<file path="src/rtl/seq_multiplier.sv">
// seq_multiplier: iterative shift-add multiplier for MULT/MULTU.
// Retires one multiplier bit per clock. A start/busy/done handshake
// frames each operation. Signed operands are reduced to magnitudes and
// the sign is applied to the 2*WIDTH-bit result in the final cycle.
module seq_multiplier #(
    parameter int WIDTH = 32,
    parameter int CNT_W = 6
) (
    input  logic                 clk,
    input  logic                 reset,
    input  logic                 start,
    input  logic                 sign_mode,
    input  logic [WIDTH-1:0]     a,
    input  logic [WIDTH-1:0]     b,
    output logic                 busy,
    output logic                 done,
    output logic [2*WIDTH-1:0]   z
);

    typedef enum logic [1:0] {
        IDLE  = 2'd0,
        CALC  = 2'd1,
        FINAL = 2'd2
    } state_t;

    state_t               state;
    logic [CNT_W-1:0]     cnt;
    logic [2*WIDTH-1:0]   acc;
    logic [2*WIDTH-1:0]   mplier_shift;
    logic [WIDTH-1:0]     mcand;
    logic                 neg;

    logic [WIDTH-1:0]     mag_a;
    logic [WIDTH-1:0]     mag_b;
    logic                 neg_in;

    // Operand magnitudes and the result sign, taken from the live inputs at accept time.
    // The magnitude of the most negative value still fits as an unsigned WIDTH-bit number.
    always_comb begin
        mag_a  = (sign_mode && a[WIDTH-1]) ? (~a + 1'b1) : a;
        mag_b  = (sign_mode && b[WIDTH-1]) ? (~b + 1'b1) : b;
        neg_in = sign_mode && (a[WIDTH-1] ^ b[WIDTH-1]);
    end

    // Control FSM plus datapath: accept, WIDTH shift-add iterations, sign fix-up.
    // NOTE: every register in this block, datapath included, is cleared by the
    // synchronous reset so an aborted operation leaves no stale state behind, and
    // all of them use non-blocking assignments so each edge sees the previous values.
    always_ff @(posedge clk) begin
        if (reset) begin
            state        <= IDLE;
            busy         <= 1'b0;
            done         <= 1'b0;
            z            <= '0;
            cnt          <= '0;
            acc          <= '0;
            mplier_shift <= '0;
            mcand        <= '0;
            neg          <= 1'b0;
        end else begin
            done <= 1'b0;
            case (state)
                IDLE: begin
                    if (start) begin
                        mcand        <= mag_a;
                        mplier_shift <= {{WIDTH{1'b0}}, mag_b};
                        neg          <= neg_in;
                        acc          <= '0;
                        cnt          <= '0;
                        busy         <= 1'b1;
                        state        <= CALC;
                    end
                end
                CALC: begin
                    if (mcand[0]) begin
                        acc <= acc + mplier_shift;
                    end
                    mplier_shift <= mplier_shift << 1;
                    mcand        <= mcand >> 1;
                    cnt          <= cnt + CNT_W'(1);
                    if (cnt == CNT_W'(WIDTH - 1)) begin
                        state <= FINAL;
                    end
                end
                FINAL: begin
                    z     <= neg ? (~acc + 1'b1) : acc;
                    done  <= 1'b1;
                    busy  <= 1'b0;
                    state <= IDLE;
                end
                default: begin
                    state <= IDLE;
                    busy  <= 1'b0;
                end
            endcase
        end
    end

endmodule
</file>
<file path="config.mk">
export PLATFORM = sky130hd
export DESIGN_NAME = seq_multiplier
export DESIGN_NICKNAME = d
export VERILOG_FILES = /design/src/rtl/seq_multiplier.sv
export SDC_FILE = /design/constraint.sdc
export NUM_CORES = 1
export LEC_CHECK = 0
export ABC_AREA = 1
export BUFFER_PORTS_ARGS = -buffer_cell sky130_fd_sc_hd__buf_2
export CAP_MARGIN = 20
export CORE_ASPECT_RATIO = 1.4
export CORE_MARGIN = 4
export CORE_UTILIZATION = 40
export DETAILED_ROUTE_END_ITERATION = 10
export PLACE_DENSITY_LB_ADDON = 0.15
export RECOVER_POWER = 25
export SYNTH_ARGS = -nofsm -noshare
export SYNTH_HDL_FRONTEND = slang
export SYNTH_SLANG_ARGS = --single-unit
</file>
<file path="constraint.sdc">
create_clock -name clk -period 1.9 [get_ports clk]
set_input_delay 0 -clock clk [delete_from_list [all_inputs] [get_ports clk]]
set_output_delay 0 -clock clk [all_outputs]
set_load 0.01 [all_outputs]
</file>
==> flow_summary_export.csv <==
group,metric,value,unit
timing,worst_pin_slew,0.694,ns
routing,met2_length,39.4,mm
setup_path,cp.arrival,2.62,ns
synth,syn_area_per_cell,5.80,um2
timing,finClkSkew,0.0428,ns
clocking,htree_num_levels,1,
run,timing.max_cap.violations,0,
synth,synthDistinctLibCells,58,
floorplan,floorplan.core_area,0.0444,mm2
routing,post-route-drc-count,0,
global_routing,grt_pass1_vias,22100,
clocking,clkLatencyLatePin,0.60,ns
synth,synth-seq-cells,235,
clocking,cts.reportedPaths.clkPinSlew,0.07,ns
routing,dr.first_iter.drc_count,1114,
timing,upper_clock_frequency_limit,476,MHz
clocking,cts_made_buffers,28,
routing,route.met3.wl,3.28,mm
clocking,tritoncts,"done",
timing,timing.final.ws_setup,-0.199,ns
floorplan,row_count,91,
routing,drt_first_pass_iters,7,
placement,port_buffers,133,
setup_path,worstSetupPathType,"reg -> reg",
power_and_ir_drop,p_per_area,509,mW/mm2
global_routing,grt_max_degree,114,
clocking,total_clock_sinks,235,
setup_path,critical_path.endpoint_type,"flop",
setup_path,r2r_startpoint,"acc[14]",
outcome,run_status,"finished, violations left",
routing,postRouteWirelength,78.3,mm
hold_path,worst_hold_path_stage_count,6,
setup_path,worstPathMaxFanout,4,
routing,wl_per_cell,18.2,um
global_routing,grt_antenna_before_repair,0,
synth,synthesis.area,0.0181,mm2
setup_path,worst_ep_required_time,2.42,ns
placement,dpl.hpwl,58.9,mm
synth,syn-instance-count,3112,
setup_path,reg2reg_setup_slack,-0.20,ns
power_and_ir_drop,vdd_ir_drop_max,0.799,mV
synth,mappedNetlistNets,3248,
hold_path,holdCritPathClass,"in -> reg",
synth,ys.warnings.count,0,
setup_path,worstSetupEndpoint,"acc[46]",
placement,place_congestion,1.08,
synth,synthArstFlopShare,0,%
synth,dominantRegCellSynth,"sky130_fd_sc_hd__dfxtp_1",
timing,worst_slew_margin_rel,53.7,%
routing,num_vias,22400,
timing,timing_max_transition_violations_final,0,
layout,post_route_cells_drive_above_1_share,39.0,%
layout,num-nets-final,3858,
layout,areaGrowthSynthToFinish,56.1,%
setup_path,critical_path.startpoint,"acc[14]",
global_routing,grt_pass1_wl,118,mm
outcome,violations,"hold timing, setup timing",
timing,timing.hold.ws,-0.0162,ns
floorplan,die_ar,0.0486,mm2
synth,synth_edf_count,0,
timing,layout_min_cycle_time,2.10,ns
floorplan,die_ht,259,um
routing,final_antenna_net_count,0,
floorplan,num_io_pins,134,
timing,final_hold_viol_count,1,
synth,yosysSeqAreaShare,26.1,%
layout,num_antenna_cells,0,
setup_path,rr_worst_depth,13,
setup_path,setup.worst_path.start_class,"flop",
routing,detail_route.vias_per_cell,5.21,
global_routing,grt_remaining_overflow,0,
power_and_ir_drop,total_leakage_power,14.3,nW
timing,fin_crit_sh,110,%
routing,drt-met1-wl,28.3,mm
timing,final_setup_fails,57,
global_routing,grt_util_all_layers,30.3,%
routing,dr.max_layer_used,"met4",
setup_path,reg2reg_to,"acc[46]",
placement,detailedPlace.worstSlack,-0.473,ns
floorplan,initial_core_util,40.7,%
layout,fillers,4068,
clocking,clock_path_buffers,3,
clocking,cts_root_buf,"sky130_fd_sc_hd__clkbuf_16",
floorplan,die_width,188,um
timing,rsz0062_at_grt,"true",
## stage by stage
stage	power, mW	instances	instance area (um2)	util [%]	TNS (ns)
3_3_place_gp	7.78	4130	22300	50.3	-14.89
3_5_place_dp	7.81	4130	22300	50.3	-17.14
4_1_cts	14.0	4276	26300	59.3	-1.89
5_1_grt	15.0	4301	28200	63.5	-11.37
2_1_floorplan	6.68	3112	18100	-	0
6_report	14.4	4301	28200	63.5	-3.80
## cells in the mapped netlist (5+ instances only)
cell | count | area [um2]
sky130_fd_sc_hd__o21ai_1 | 19 | 95.1
sky130_fd_sc_hd__nand3_1 | 191 | 956
sky130_fd_sc_hd__nand2_2 | 6 | 37.5
sky130_fd_sc_hd__dfxtp_1 | 235 | 4700
sky130_fd_sc_hd__nand4_1 | 27 | 169
sky130_fd_sc_hd__clkbuf_1 | 54 | 203
sky130_fd_sc_hd__nor2_2 | 9 | 56.3
sky130_fd_sc_hd__a22oi_1 | 34 | 255
sky130_fd_sc_hd__nor2_1 | 363 | 1360
sky130_fd_sc_hd__nor3_2 | 5 | 50.1
sky130_fd_sc_hd__buf_1 | 16 | 60.1
sky130_fd_sc_hd__xor2_1 | 27 | 236
sky130_fd_sc_hd__nand2_1 | 941 | 3530
sky130_fd_sc_hd__a21oi_1 | 210 | 1050
sky130_fd_sc_hd__nor4_1 | 10 | 62.6
sky130_fd_sc_hd__xnor2_1 | 6 | 52.6
sky130_fd_sc_hd__o221a_2 | 7 | 78.8
sky130_fd_sc_hd__o2111ai_1 | 17 | 149
sky130_fd_sc_hd__buf_2 | 20 | 100
sky130_fd_sc_hd__inv_2 | 13 | 48.8
sky130_fd_sc_hd__a211oi_1 | 5 | 37.5
sky130_fd_sc_hd__nand3b_1 | 9 | 67.6
sky130_fd_sc_hd__o221ai_1 | 26 | 228
sky130_fd_sc_hd__a31oi_1 | 5 | 31.3
sky130_fd_sc_hd__inv_1 | 520 | 1950
sky130_fd_sc_hd__o211ai_1 | 14 | 105
sky130_fd_sc_hd__o21ai_0 | 128 | 641
sky130_fd_sc_hd__nor3_1 | 41 | 205
sky130_fd_sc_hd__ha_1 | 67 | 838
sky130_fd_sc_hd__or2_2 | 40 | 250
## cells by family after synthesis
kind of cell / Yosys count / share of synthesized area, %
xor gates and xnor gates: 33 / 1.60
adders and majority gates: 68 / 4.75
DFF: 235 / 26.1
AOI/OAI and AO/OA: 491 / 16.1
buffers and inverters: 626 / 13.2
and+or+nand+nor: 1659 / 38.3
## state kept, by name, summed over array words and instances (netlist names)
name / flops
acc: 64
mplier_shift: 64
z: 64
mcand: 32
cnt: 6
state: 2
busy: 1
done: 1
neg: 1
## repair_timing
action | 4_1_cts | 5_1_grt
pin swaps | 116 | 160
setup endpoints to repair | 96 | 117
hold buffers | 71 | 0
hold endpoints to repair | 86 | 0
cloned | 0 | 2
resized for setup | 534 | 492
buffers inserted | 25 | 28
## layout make-up
| type | count | area (um2) | area share, % |
|---|---|---|---|
| multi-input cells | 2251 | 14400 | 51.1 |
| inverters | 536 | 2030 | 7.22 |
| well taps | 558 | 698 | 2.48 |
| clock inverters | 14 | 204 | 0.724 |
| flip-flops and latches | 235 | 4900 | 17.4 |
| clock buffers | 37 | 785 | 2.78 |
| repair buffers | 670 | 5160 | 18.3 |
## placed cells by master (no fill, tap or decap), types with 11 or more instances in the layout
master / synthesis / layout
sky130_fd_sc_hd__a21oi_1: 210 / 151
sky130_fd_sc_hd__a21oi_2: 2 / 56
sky130_fd_sc_hd__a22oi_1: 34 / 34
sky130_fd_sc_hd__buf_2: 20 / 83
sky130_fd_sc_hd__buf_4: 0 / 406
sky130_fd_sc_hd__buf_6: 0 / 52
sky130_fd_sc_hd__clkbuf_1: 54 / 53
sky130_fd_sc_hd__clkbuf_16: 0 / 30
sky130_fd_sc_hd__dfxtp_1: 235 / 126
sky130_fd_sc_hd__dfxtp_2: 0 / 87
sky130_fd_sc_hd__dfxtp_4: 0 / 22
sky130_fd_sc_hd__dlygate4sd3_1: 0 / 68
sky130_fd_sc_hd__ha_4: 0 / 63
sky130_fd_sc_hd__inv_1: 520 / 462
sky130_fd_sc_hd__inv_2: 13 / 63
sky130_fd_sc_hd__nand2_1: 941 / 690
sky130_fd_sc_hd__nand2_2: 6 / 187
sky130_fd_sc_hd__nand2_4: 1 / 70
sky130_fd_sc_hd__nand3_1: 191 / 131
sky130_fd_sc_hd__nand3_2: 4 / 45
sky130_fd_sc_hd__nand3_4: 1 / 20
sky130_fd_sc_hd__nand4_1: 27 / 27
sky130_fd_sc_hd__nor2_1: 363 / 250
sky130_fd_sc_hd__nor2_2: 9 / 57
sky130_fd_sc_hd__nor2_4: 4 / 69
sky130_fd_sc_hd__nor3_1: 41 / 25
sky130_fd_sc_hd__nor3_4: 0 / 11
sky130_fd_sc_hd__o2111ai_1: 17 / 17
sky130_fd_sc_hd__o211ai_1: 14 / 14
sky130_fd_sc_hd__o21ai_0: 128 / 117
sky130_fd_sc_hd__o21ai_1: 19 / 22
sky130_fd_sc_hd__o21ai_2: 4 / 11
sky130_fd_sc_hd__o221ai_1: 26 / 24
sky130_fd_sc_hd__or2_2: 40 / 37
sky130_fd_sc_hd__xor2_1: 27 / 24
## power by group
group	switching, mW	leakage, nW	internal (mW)
clock network	2.42	0.478	3.36
registers	0.151	1.96	5.08
logic	1.87	11.9	1.47
## worst max-delay path, cell delays in order, from the launching register on
cell,delay [ns]
sky130_fd_sc_hd__dfxtp_4,0.37
sky130_fd_sc_hd__ha_4,0.29
sky130_fd_sc_hd__buf_4,0.15
sky130_fd_sc_hd__nand2_4,0.08
sky130_fd_sc_hd__nor2_2,0.11
sky130_fd_sc_hd__buf_4,0.14
sky130_fd_sc_hd__nand2_4,0.06
sky130_fd_sc_hd__nor3_1,0.25
sky130_fd_sc_hd__nand2_2,0.12
sky130_fd_sc_hd__nand2_4,0.12
sky130_fd_sc_hd__nand2_2,0.06
sky130_fd_sc_hd__nand3_1,0.07
sky130_fd_sc_hd__nand3_1,0.09
sky130_fd_sc_hd__a21oi_1,0.13
## per-layer routing
layer	vias up	track usage, %
met1	10300	31.5
met2	699	56.2
met4	0	22.7
met5	-	0
li1	11100	-
met3	285	2.77
## worst min path at each step
stage                from         to  slack [ns]
finish               a[6]   mcand[8]       -0.02
global route         a[6]   mcand[8]        0.05
CTS                 start   mcand[0]       0.006
detailed placement  a[17]  mcand[17]        0.29
global placement    a[17]  mcand[17]        0.28
floorplan           a[17]  mcand[17]        0.14
No activity file was read; power rests on OpenSTA's default activity.
